### config.mk
export PLATFORM = sky130hd
export DESIGN_NAME = pic_inta_sequencer
export DESIGN_NICKNAME = d
export VERILOG_FILES = /design/src/rtl/pic_inta_sequencer.sv
export SDC_FILE = /design/constraint.sdc
export NUM_CORES = 1
export LEC_CHECK = 0
export ABC_CLOCK_PERIOD_IN_PS = 3500
export CAP_MARGIN = 20
export CORE_ASPECT_RATIO = 1.25
export CORE_MARGIN = 5
export CORE_UTILIZATION = 35
export DETAILED_ROUTE_END_ITERATION = 7
export DONT_BUFFER_PORTS = 1
export GPL_TIMING_DRIVEN = 0
export PLACE_DENSITY_LB_ADDON = 0.1
export SYNTH_ARGS = -nofsm -noshare
export SYNTH_HDL_FRONTEND = slang
export SYNTH_SLANG_ARGS = --single-unit
### constraint.sdc
create_clock -name clk -period 3.5 [get_ports clk]
set_input_delay 0.525 -clock clk [delete_from_list [all_inputs] [get_ports clk]]
set_output_delay 0.525 -clock clk [all_outputs]
set_load 0.02 [all_outputs]
### src/rtl/pic_inta_sequencer.sv
// 8259A-style interrupt-acknowledge sequencer: priority resolve, INT/INTA handshake, ISR and OCW2 EOI/rotation.
// Optional feature macro: PIC_ROTATE_EN (priority rotation; prio_base is tied to 0 when undefined).
module pic_inta_sequencer #(
    parameter int unsigned NUM_IR     = 8,
    parameter logic [2:0]  SPUR_LEVEL = 3'd7
) (
    input  logic              clk,
    input  logic              rst_n,
    input  logic [NUM_IR-1:0] irq_pend,
    input  logic              inta_pulse,
    input  logic              aeoi_mode,
    input  logic [4:0]        vec_base,
    input  logic              ocw2_valid,
    input  logic [2:0]        ocw2_cmd,
    input  logic [2:0]        ocw2_level,
    output logic              int_out,
    output logic [NUM_IR-1:0] irr_clear,
    output logic [NUM_IR-1:0] isr,
    output logic [7:0]        vector,
    output logic              vector_valid,
    output logic [2:0]        prio_base
);

    typedef enum logic [1:0] {S_IDLE, S_REQ, S_ACK1} state_t;

    state_t      state_q, state_d;
    logic        int_out_q, int_out_d;
    logic [7:0]  irr_clear_q, irr_clear_d;
    logic [7:0]  isr_q, isr_d;
    logic [7:0]  vector_q, vector_d;
    logic        vector_valid_q, vector_valid_d;
    logic [2:0]  lvl_q, lvl_d;
    logic        spur_q, spur_d;
    logic [2:0]  base;

    logic [7:0]  rot_pend, rot_isr;
    logic [3:0]  pend_hit, isr_hit;
    logic        elig;
    logic [2:0]  win_lvl, hp_isr_lvl;
    logic [7:0]  set_mask, aeoi_clr, ocw_clr;

`ifdef PIC_ROTATE_EN
    logic [2:0]  prio_base_q, prio_base_d;
    logic        rot_aeoi_q, rot_aeoi_d;
    assign base = prio_base_q;
`else
    assign base = '0;
`endif

    // Returns {found, index} of the lowest set bit.
    function automatic logic [3:0] lowest_set(input logic [7:0] v);
        logic [3:0] r;
        r = '0;
        for (int unsigned i = 0; i < 8; i++) begin
            if (v[7-i]) r = {1'b1, 3'(7 - i)};
        end
        return r;
    endfunction

    // Rotate so that bit position equals rank relative to prio_base.
    always_comb begin
        rot_pend = '0;
        rot_isr  = '0;
        for (int unsigned i = 0; i < 8; i++) begin
            rot_pend[i] = irq_pend[base + 3'(i)];
            rot_isr[i]  = isr_q[base + 3'(i)];
        end
        pend_hit   = lowest_set(rot_pend);
        isr_hit    = lowest_set(rot_isr);
        elig       = pend_hit[3] && (!isr_hit[3] || (pend_hit[2:0] < isr_hit[2:0]));
        win_lvl    = pend_hit[2:0] + base;
        hp_isr_lvl = isr_hit[2:0] + base;
    end

    always_comb begin
        state_d        = state_q;
        int_out_d      = int_out_q;
        irr_clear_d    = '0;
        vector_d       = vector_q;
        vector_valid_d = 1'b0;
        lvl_d          = lvl_q;
        spur_d         = spur_q;
        set_mask       = '0;
        aeoi_clr       = '0;
        ocw_clr        = '0;
`ifdef PIC_ROTATE_EN
        prio_base_d    = prio_base_q;
        rot_aeoi_d     = rot_aeoi_q;
`endif
        case (state_q)
            S_IDLE: begin
                if (elig) begin
                    int_out_d = 1'b1;
                    state_d   = S_REQ;
                end
            end
            S_REQ: begin
                if (inta_pulse) begin
                    int_out_d = 1'b0;
                    state_d   = S_ACK1;
                    if (elig) begin
                        lvl_d             = win_lvl;
                        spur_d            = 1'b0;
                        set_mask[win_lvl] = 1'b1;
                        irr_clear_d       = set_mask;
                    end else begin
                        lvl_d  = SPUR_LEVEL;
                        spur_d = 1'b1;
                    end
                end else if (!elig) begin
                    int_out_d = 1'b0;
                    state_d   = S_IDLE;
                end
            end
            S_ACK1: begin
                if (inta_pulse) begin
                    vector_d       = {vec_base, lvl_q};
                    vector_valid_d = 1'b1;
                    state_d        = S_IDLE;
                    if (aeoi_mode && !spur_q) begin
                        aeoi_clr[lvl_q] = 1'b1;
`ifdef PIC_ROTATE_EN
                        if (rot_aeoi_q) prio_base_d = lvl_q + 3'd1;
`endif
                    end
                end
            end
            default: state_d = S_IDLE;
        endcase

        if (ocw2_valid) begin
            case (ocw2_cmd)
                3'b001: if (isr_hit[3]) ocw_clr[hp_isr_lvl] = 1'b1;
                3'b011: ocw_clr[ocw2_level] = 1'b1;
`ifdef PIC_ROTATE_EN
                3'b101: begin
                    if (isr_hit[3]) begin
                        ocw_clr[hp_isr_lvl] = 1'b1;
                        prio_base_d         = hp_isr_lvl + 3'd1;
                    end
                end
                3'b111: begin
                    if (isr_q[ocw2_level]) begin
                        ocw_clr[ocw2_level] = 1'b1;
                        prio_base_d         = ocw2_level + 3'd1;
                    end
                end
                3'b110: prio_base_d = ocw2_level + 3'd1;
                3'b100: rot_aeoi_d  = 1'b1;
                3'b000: rot_aeoi_d  = 1'b0;
`else
                3'b101: if (isr_hit[3]) ocw_clr[hp_isr_lvl] = 1'b1;
                3'b111: ocw_clr[ocw2_level] = 1'b1;
`endif
                default: ;
            endcase
        end

        // Set first, then all clears, so a same-edge OCW2 clear still sees the old ISR view.
        isr_d = (isr_q | set_mask) & ~(aeoi_clr | ocw_clr);
    end

    always_ff @(posedge clk or negedge rst_n) begin
        if (!rst_n) begin
            state_q        <= S_IDLE;
            int_out_q      <= 1'b0;
            irr_clear_q    <= '0;
            isr_q          <= '0;
            vector_q       <= '0;
            vector_valid_q <= 1'b0;
            lvl_q          <= '0;
            spur_q         <= 1'b0;
`ifdef PIC_ROTATE_EN
            prio_base_q    <= '0;
            rot_aeoi_q     <= 1'b0;
`endif
        end else begin
            state_q        <= state_d;
            int_out_q      <= int_out_d;
            irr_clear_q    <= irr_clear_d;
            isr_q          <= isr_d;
            vector_q       <= vector_d;
            vector_valid_q <= vector_valid_d;
            lvl_q          <= lvl_d;
            spur_q         <= spur_d;
`ifdef PIC_ROTATE_EN
            prio_base_q    <= prio_base_d;
            rot_aeoi_q     <= rot_aeoi_d;
`endif
        end
    end

    assign int_out      = int_out_q;
    assign irr_clear    = irr_clear_q;
    assign isr          = isr_q;
    assign vector       = vector_q;
    assign vector_valid = vector_valid_q;
    assign prio_base    = base;

endmodule

Word-level counts from Yosys, hierarchy flattened
Index checks and enable logic that the tools add are counted.
W data, S select, Z words.
{ "word_totals": {"input_bits": 24, "ff_bits": 32, "out_inout_bits": 29, "word_cells": 93} }
{ "classes": {"eq_ne": 9, "n_bitwise": 4, "reduce_logical": 17, "muxes": 46, "magnitude_cmp": 9} }
{ "op_table": {"columns": ["operator", "n"], "rows": [
  ["$mux W4", 16],
  ["$mux W8", 8],
  ["$lt A3 B4 Y1 const B", 4],
  ["$or A8 B8 Y8", 2],
  ["$pmux W8 S2", 1],
  ["$demux W1 S3", 4],
  ["$ge A3 B1 Y1 const B", 4],
  ["$mux W1", 10],
  ["$and A8 B8 Y8", 1],
  ["$mux W2", 4],
  ["$not A8 Y8", 1],
  ["$eq A3 B3 Y1 const B", 2],
  ["$logic_and A1 B1 Y1", 6],
  ["$pmux W2 S3", 1],
  ["$reduce_and A3 Y1", 2],
  ["$ne A2 B2 Y1 const B", 2],
  ["$reduce_and A2 Y1", 2],
  ["$reduce_or A2 Y1", 2],
  ["$eq A3 B1 Y1 const B", 1],
  ["$eq A3 B2 Y1 const B", 1],
  ["$lt A3 B3 Y1", 1],
  ["$mux W3", 1],
  ["$ne A3 B3 Y1 const B", 1],
  ["$eq A2 B1 Y1 const B", 1],
  ["6 further kinds", 7]
]} }

Depth between registers and ports, before layout
Gate-level depths: netlist of run 1.
{ "logic_depth": {"word_depth": 18, "depth_mapped": 10} }

Worst setup path before layout of run 1
Ideal clock, no wire load.
{ "synth_timing": {"path_kind": "register -> register", "from": "reg isr_q[0], in the netlist isr[0]", "to": "reg isr_q[0], in the netlist isr[0]", "arrival_ps": 2621, "path_stages_with_launch": 10, "path_slack_ps": 812, "required_ps": 3433, "period_less_slack_ps": 2688, "cell_sequence": "dfrtp_1 buf_6 or4_4 nand2b_1 ha_1 a21oi_1 nor2_1 a2111o_1 nor2_2 o221a_1"} }
{ "synth_rtl": {"columns": ["item", "line", "rtl"], "rows": [
  ["start, declared", "29", "logic [7:0] isr_q, isr_d;"],
  ["start signal, assigned", "181", "isr_q <= isr_d;"],
  ["$mux W4 (*)", "55", "if (v[7-i]) r = {1'b1, 3'(7 - i)};"],
  ["$lt A3 B3 Y1 / $logic_not A1 Y1 (equally long branches)", "70", "elig = pend_hit[3] && (!isr_hit[3] || (pend_hit[2:0] < isr_hit[2:0]));"],
  ["$logic_or A1 B1 Y1 (*)", "70", null],
  ["$logic_and A1 B1 Y1 (*)", "70", null],
  ["$mux W8 (*) (3 in series)", null, null],
  ["named net irr_clear_d[0]", "28", "logic [7:0] irr_clear_q, irr_clear_d;"],
  ["$or A8 B8 Y8 (*)", "160", "isr_d = (isr_q | set_mask) & ~(aeoi_clr | ocw_clr);"],
  ["$and A8 B8 Y8 (*)", "160", null],
  ["named net isr_d[0]", "29", null]
]} }
The timed path passes the listed nets; every way through them passes the cells marked *.
A chain may end at the register's enable or synchronous reset.

Worst setup path in the final report of run 1
Same ends and word-level chain as after synthesis.

==> impl_metrics.ini, run 1 <==
[synthesis]
synth_top_flop_cell = dfrtp_1
synth_cell_types = 52
yosysWarnings = 0
synthTopCellsByCount = 33 x nand2_1, 32 x dfrtp_1, 23 x nor2_1
synthArstFlopShare = 1.00
syn_area_per_cell_sq_um = 9.10
synth-edff-count = 0
yosysTopAreaCell = dfrtp_1
seq_area_frac_synth = 0.473
synth_area_leaders = dfrtp_1 47%, nand2_1 7.3%, nor2_1 5.1%
yosysTopAreaCellShare = 0.473
netlist_area_sq_mm = 0.00169
yosysMostFrequentCell = nand2_1
syn_inst = 186
ys_ff_latch = 32

[sta]
tns_ns = 0
fin_worst_skew_ns = 0.00597
maxSlewViolCount = 0
fin_crit_sh = 0.836
holdWs_ns = 0.0675
worstMarginPinSlew_ns = 0.817
setup_violations = 0
slew_headroom = 0.448
fmax_mhz = 342
hold_viol_final = 0
min_period_ns = 2.93
rsz0062_at_grt = false

[routing]
drt_iter0_markers = 120
wl_per_cell_um = 16.6
first_pass_iters = 4
ant_nets = 0
routed_wl_um = 4260
drc = 0
viasPerCell = 5.54
via_count = 1423

[floorplanning]
ios = 53
rows = 28
initial_core_util = 0.358
die_h_um = 87.8
core_sq_mm = 0.00473
die_w_um = 72.2
dieArea_sq_mm = 0.00634

[cells_and_area]
register_area_sq_um = 801
fill_cells = 494
antennaDiodeCount = 0
drive_gt1_frac = 0.0863
multi_input_area_sq_um = 828
syn2layout_area_growth_pct = 12.4
layoutNonFillerInstCount = 257
layout.nets = 222

[power_and_ir_drop]
powerDensity_mw_per_mm2 = 838
share_comb_of_total_power = 0.337
p_leak_uw = 0.000832
swShare = 0.421
ir_drop_mv = 0.206
p_int_uw = 923
switchingPower_uw = 672
seqPwrFrac = 0.448
p_clk_frac = 0.215

[worst_setup_path]
critical_path_class = reg2reg
crit_arrival_ns = 3.14
critPathCaptureType = flop
ff2ff_setup_slack_ns = 0.57
required_ns = 3.72
cp_top_family = simple AND/OR/NAND/NOR gates
slowest_delay_ns = 0.56
r2r_cells = 9
crit_end = isr[0]
critPathLaunchType = flop
path_max_fanout = 9
path_buf_inv = 1
r2r-start = isr[0]
cp-startpoint = isr[0]
critPathSlowestCell = or4_4
path_depth = 9
r2r_end = isr[0]
cp_cell_sequence = buf_6, or4_4, nand2b_1, ha_1, a21oi_1, nor2_1, a2111o_1, nor2_2, o221a_1

[placement]
hpwl_um = 3340
gp_congestion = 0.798
dpl.cell_count = 248
io_buffers = 0

[global_routing]
antenna_found_initial = 0
grt-ovfl-total = 0
grt_pass1_vias = 1432
grt_max_degree = 33
grt_util_all_layers = 0.146
grt_pass1_wl_um = 7170

[clock_network]
clockBufferDepth = 2
holdBufCountCts = 1
post-cts-setup-buffers = 0
cts_tree = done
htree_levels = 2
clk_pin_slew_worst_paths_ns = 0.06
numClockSinks = 32
insertion_delay_ns = 0.28
cts_root_buffer = clkbuf_8
cts_resized = 0
cts_buffers = 5

[worst_hold_path]
worstHoldPathType = in2async

[run]
max_cap_viol_count = 0

[outcome]
status = complete, no violations
-- power by group through the flow --
stage,combinational [uW],clock [uW],sequential [uW]
6_report,537,343,715
5_1_grt,615,377,734
4_1_cts,543,354,719
3_5_place_dp,530,0,724
3_3_place_gp,522,0,722
2_1_floorplan,432,0,683
-- flip-flops by register name, indices dropped and copies added, names as in the netlist --
name          count
vector_valid      1
vector            8
lvl_q             3
isr               8
spur_q            1
state_q           2
int_out           1
irr_clear         8
-- layer usage --
metal	vias up	routed length [um]	track usage
met5	-	0	0
met4	0	89	0.0684
met2	59	2100	0.236
met1	663	1690	0.169
met3	9	383	0.0563
li1	692	-	-
-- cells by family (layout without fill, tap and decap cells) --
kind of cell    Yosys count  in the layout  share of synthesized area
compound gates           50             50                      0.216
flops                    32             32                      0.473
buf+inv                  14             23                     0.0421
fa+ha+maj                 2              2                     0.0148
other cells               1              3                    0.00222
mux                       1              1                    0.00591
simple gates             86             86                      0.246
-- through the flow --
stage	util	setup WS, ns	cell area [sq um]	power (uW)
6_report	0.402	0.575	1900	1600
5_1_grt	0.402	0.400	1900	1730
4_1_cts	0.402	0.560	1900	1620
3_5_place_dp	0.375	0.569	1780	1250
3_3_place_gp	0.375	0.559	1780	1240
2_1_floorplan	-	0.812	1700	1110
-- cells in the final DEF, fill, tap and decap left out, types with 5 or more instances in the layout --
master,n
a21oi_1,6
clkbuf_8,5
dfrtp_1,32
nor2_1,23
o32ai_1,6
nand2_1,33
o21ai_0,11
inv_1,7
-- cell type report --
type                            count  share of cell area
Buffer                              6              0.0217
Multi-Input combinational cell    142               0.435
Sequential cell                    32               0.421
Tap cell                           60              0.0394
Inverter                            8              0.0158
Timing Repair Buffer                1              0.0105
Clock buffer                        6              0.0381
Clock inverter                      2              0.0184
-- how the worst min path moves through the flow --
stage	end	slack [ns]	cells after the start
2_1_floorplan	int_out	0.23	0
3_3_place_gp	vector[5]	0.23	0
3_5_place_dp	vector[5]	0.23	0
4_1_cts	vector[7]	0.07	1
5_1_grt	vector[6]	0.07	1
6_report	vector[6]	0.07	1
Power figures use the tool's default switching activity.
==> run 2: changes to the inputs <==
ABC_CLOCK_PERIOD_IN_PS = 2780   (was 3500)
clock period = 2.78 ns   (was 3.5 ns; I/O delays follow)
==> run 2 against run 1 <==
Against the previous run:
- flip-flop and latch count stayed put
- maximum frequency grew 11%
- critical path type unchanged
- critical endpoint unchanged
- non-clock buffer count up 1
- setup slack got worse by 0.43 ns
- clock power increased by 27%
- combinational power increased by 39%
- largest power group unchanged
- clock skew barely moved
- total power grew 31%
- utilization up 1.5 points
- hold slack better by 0.15 ns
- cell count rose by 0.39%
- die area unchanged
==> impl_metrics.ini, run 2 (synthesis gave the netlist of run 1 again) <==
[sta]
slew_headroom = 0.448
maxSlewViolCount = 0
fin_crit_sh = 0.946
holdWs_ns = 0.219
fin_worst_skew_ns = 0.00584
hold_viol_final = 0
worstMarginPinSlew_ns = 0.817
rsz0062_at_grt = false
tns_ns = 0
fmax_mhz = 380
min_period_ns = 2.63
setup_violations = 0

[placement]
hpwl_um = 3340
gp_congestion = 0.798
place_area_sq_mm = 0.00178
io_buffers = 0

[floorplanning]
die_h_um = 87.8
initial_core_util = 0.358
dieArea_sq_mm = 0.00634
die_w_um = 72.2
rows = 28
ios = 53
core_sq_mm = 0.00473

[routing]
ant_nets = 0
wl_per_cell_um = 17.1
first_pass_iters = 5
via_count = 1439
drc = 0
routed_wl_um = 4410
drt_iter0_markers = 102
viasPerCell = 5.58

[cells_and_area]
drive_gt1_frac = 0.136
design_area_sq_mm = 0.00197
layout.nets = 223
final_core_util = 0.417
syn2layout_area_growth_pct = 16.6
final_common_cell = nand2_1
antennaDiodeCount = 0
mostFrequentLayoutCells = 32 x nand2_1, 31 x dfrtp_1, 18 x nor2_1
fill_cells = 487

[worst_setup_path]
r2r_end = isr[0]
r2r_cells = 9
critPathCaptureType = flop
slowest_delay_ns = 0.56
critPathSlowestCell = or4_4
r2r-start = isr[0]
cp-startpoint = isr[0]
cpMostUsedCell = nor2_2
required_ns = 2.99
cp_cell_sequence = buf_6, or4_4, nand2b_1, ha_4, a21oi_4, nor2_2, a2111o_1, nor2_2, o221a_1
ff2ff_setup_slack_ns = 0.15
path_max_fanout = 9
crit_end = isr[0]
critPathLaunchType = flop
critical_path_class = reg2reg
crit_arrival_ns = 2.85

[clock_network]
htree_levels = 2
clk_pin_slew_worst_paths_ns = 0.07
insertion_delay_ns = 0.28
cts_tree = done
cts_buffers = 5
clockBufferDepth = 2
cts_root_buffer = clkbuf_8
numClockSinks = 32

[worst_hold_path]
hold_path_depth = 1
worstHoldPathType = in2reg

[power_and_ir_drop]
ir_drop_mv = 0.271
powerDensity_mw_per_mm2 = 1060
fin_total_pwr_uw = 2080
p_leak_uw = 0.000840

[global_routing]
grt_max_degree = 33
grt_util_all_layers = 0.147
grt_pass1_vias = 1430
antenna_found_initial = 0
grt_pass1_wl_um = 7220
use_met3 = 0.0563
grt-ovfl-total = 0
busiest_layer = met2
use_met2 = 0.238
met1_usage = 0.173

[outcome]
status = complete, no violations

[run]
max_cap_viol_count = 0
-- run 2: per-layer routing --
layer,vias to the layer above,part of all wire
met4,0,0.020
met1,680,0.40
li1,694,-
met2,58,0.49
met5,-,0
met3,7,0.086
-- run 2: area by class of cell --
type                       instances  area [sq um]  share of cell area
tap                               60          75.1              0.0380
clock inverter                     2          35.0              0.0177
buffer                             6          41.3              0.0209
sequential                        32           802               0.406
multi-input combinational        142           888               0.450
clock buffer                       6          72.6              0.0368
inverter                           8          30.0              0.0152
timing repair buffer               2          30.0              0.0152
-- run 2: what timing repair did --
item | CTS | global route
endpoints found under the hold margin | 32 | 0
endpoints found under the setup margin | 5 | 10
setup buffers | 0 | 0
hold buffers | 2 | 0
pin swaps | 1 | 5
resized for setup | 3 | 10
-- run 2: worst min-delay path by stage --
stage	slack, ns	endpoint	startpoint
3_5_place_dp	0.12	vector[5]	rst_n
6_report	0.22	isr[5]	ocw2_valid
4_1_cts	0.22	isr[3]	ocw2_valid
5_1_grt	0.21	isr[5]	ocw2_valid
2_1_floorplan	0.12	int_out	rst_n
3_3_place_gp	0.12	vector[5]	rst_n
-- run 2: through the flow --
step                      setup WS, ns  instances
final                            0.149        258
after global routing            0.0327        258
after CTS                      0.00424        258
after detailed placement        -0.151        248
after global placement          -0.161        248
after floorplan                 0.0921        188
-- run 2: power breakdown --
group	switching [uW]	internal, uW
registers	290	613
clock network	168	266
logic	435	312
total	893	1190
-- run 2: critical path: cells and delay by family, from the launching register on --
kind                     cells  cell delay [ns]
AND/OR/NAND/NOR              4             0.99
AO/OA/AOI/OAI                3             0.72
buffers and inverters        1             0.16
flip-flops                   1             0.46
adder cells (fa/ha/maj)      1             0.24
==> run 3: changes to the inputs <==
PLACE_DENSITY_LB_ADDON = unset   (was 0.1)
SLEW_MARGIN = 20   (was unset)
==> run 3 against run 2 <==
Against the previous run:
- critical path depth unchanged
- register-to-register slack about the same
- maximum frequency down 0.28%
==> impl_metrics.ini, run 3 (synthesis gave the netlist of run 1 again) <==
[outcome]
status = complete, no violations

[sta]
hold_viol_final = 0
fmax_mhz = 379
maxSlewViolCount = 0
slew_headroom = 0.462
fin_worst_skew_ns = 0.00357
layout_setup_ws_ns = 0.142
fin_crit_sh = 0.949
setup_violations = 0
min_period_ns = 2.64
worstMarginPinSlew_ns = 0.796
rsz0062_at_grt = false

[power_and_ir_drop]
switchingPower_uw = 878
swShare = 0.435
ir_drop_mv = 0.302
share_comb_of_total_power = 0.370
p_leak_uw = 0.000846
powerDensity_mw_per_mm2 = 1030
seqPwrFrac = 0.450
p_clk_frac = 0.180
p_int_uw = 1140

[floorplanning]
die_h_um = 87.8
core_sq_mm = 0.00473
die_w_um = 72.2
initial_core_util = 0.358
dieArea_sq_mm = 0.00634
ios = 53
rows = 28

[global_routing]
antenna_found_initial = 0
grt_pass1_wl_um = 6900
grt_pass1_vias = 1455
grt-ovfl-total = 0
grt_util_all_layers = 0.142
grt_max_degree = 33

[routing]
drc = 0
ant_nets = 0
viasPerCell = 5.48
routed_wl_um = 4260
via_count = 1426
drt_iter0_markers = 76
first_pass_iters = 6
wl_per_cell_um = 16.4

[worst_setup_path]
path_depth = 9
critPathLaunchType = flop
cp_cell_sequence = buf_6, or4_4, nand2b_4, ha_4, a21oi_4, nor2_4, a2111o_1, nor2_2, o221a_1
required_ns = 3.00
slowest_delay_ns = 0.56
path_buf_inv = 1
path_max_fanout = 4
r2r_cells = 9
cp_top_family = simple AND/OR/NAND/NOR gates
critPathSlowestCell = or4_4
critPathCaptureType = flop
crit_arrival_ns = 2.85
critical_path_class = reg2reg

[clock_network]
clockBufferDepth = 2
insertion_delay_ns = 0.28
clk_pin_slew_worst_paths_ns = 0.06
numClockSinks = 32
cts_buffers = 5
cts_tree = done
cts_root_buffer = clkbuf_8
htree_levels = 2

[placement]
hpwl_um = 3100
gp_congestion = 0.827
dpl.cell_count = 248
post-place-ws_ns = -0.0945
io_buffers = 0

[run]
max_cap_viol_count = 0

[cells_and_area]
layout.nets = 225
mostFrequentLayoutCells = 32 x nand2_1, 31 x dfrtp_1, 19 x nor2_1
syn2layout_area_growth_pct = 15.8
final_common_cell = nand2_1
antennaDiodeCount = 0
drive_gt1_frac = 0.135
fill_cells = 474
layoutNonFillerInstCount = 260
final_core_util = 0.415

[worst_hold_path]
hold_path_depth = 1
worstHoldPathType = in2reg
run 3: repair_timing:
| action | in CTS | in global routing |
|---|---|---|
| setup endpoints to repair | 5 | 7 |
| pin swaps | 2 | 4 |
| resized for setup | 2 | 9 |
| hold buffers | 2 | 0 |
| buffers inserted | 0 | 2 |
| hold endpoints to repair | 32 | 0 |
run 3: layer usage:
layer,up-vias,track usage,part of all wire
met5,-,0,0
met4,0,0.0957,0.032
met3,13,0.0608,0.080
met2,47,0.208,0.46
met1,669,0.166,0.43
li1,697,-,-
run 3: layout make-up:
| cell class | count | area (sq um) | area share |
|---|---|---|---|
| Timing Repair Buffer | 4 | 45.0 | 0.0230 |
| Sequential cell | 32 | 802 | 0.409 |
| Inverter | 8 | 30.0 | 0.0153 |
| Tap cell | 60 | 75.1 | 0.0383 |
| Multi-Input combinational cell | 142 | 877 | 0.447 |
| Clock buffer | 8 | 90.1 | 0.0459 |
| Buffer | 6 | 41.3 | 0.0211 |
run 3: path summary, 6_finish.rpt:
check                             endpoint  startpoint  slack [ns]
min in group asynchronous       state_q[1]       rst_n        0.58
worst max-delay path                isr[0]      isr[0]        0.14
worst min-delay path                isr[3]  ocw2_valid        0.21
max in group asynchronous           isr[0]       rst_n        2.02
worst max register to register      isr[0]      isr[0]        0.14
worst min register to register      spur_q      spur_q        0.50
run 3: per-stage QoR:
stage | instance area [sq um] | hold slack, ns | TNS, ns | power, uW
after CTS | 1900 | 0.204 | 0 | 1970
after floorplan | 1700 | 0.121 | 0 | 1400
final | 1960 | 0.213 | 0 | 2020
after detailed placement | 1780 | 0.122 | -0.285 | 1580
after global routing | 1960 | 0.209 | 0 | 2180
after global placement | 1780 | 0.123 | -0.334 | 1560
run 3: power by group through the flow:
stage / combinational [uW] / clock [uW] / sequential [uW]
2_1_floorplan: 544 / 0 / 859
3_3_place_gp: 651 / 0 / 914
3_5_place_dp: 660 / 0 / 915
4_1_cts: 679 / 376 / 910
5_1_grt: 846 / 403 / 933
6_report: 747 / 364 / 908
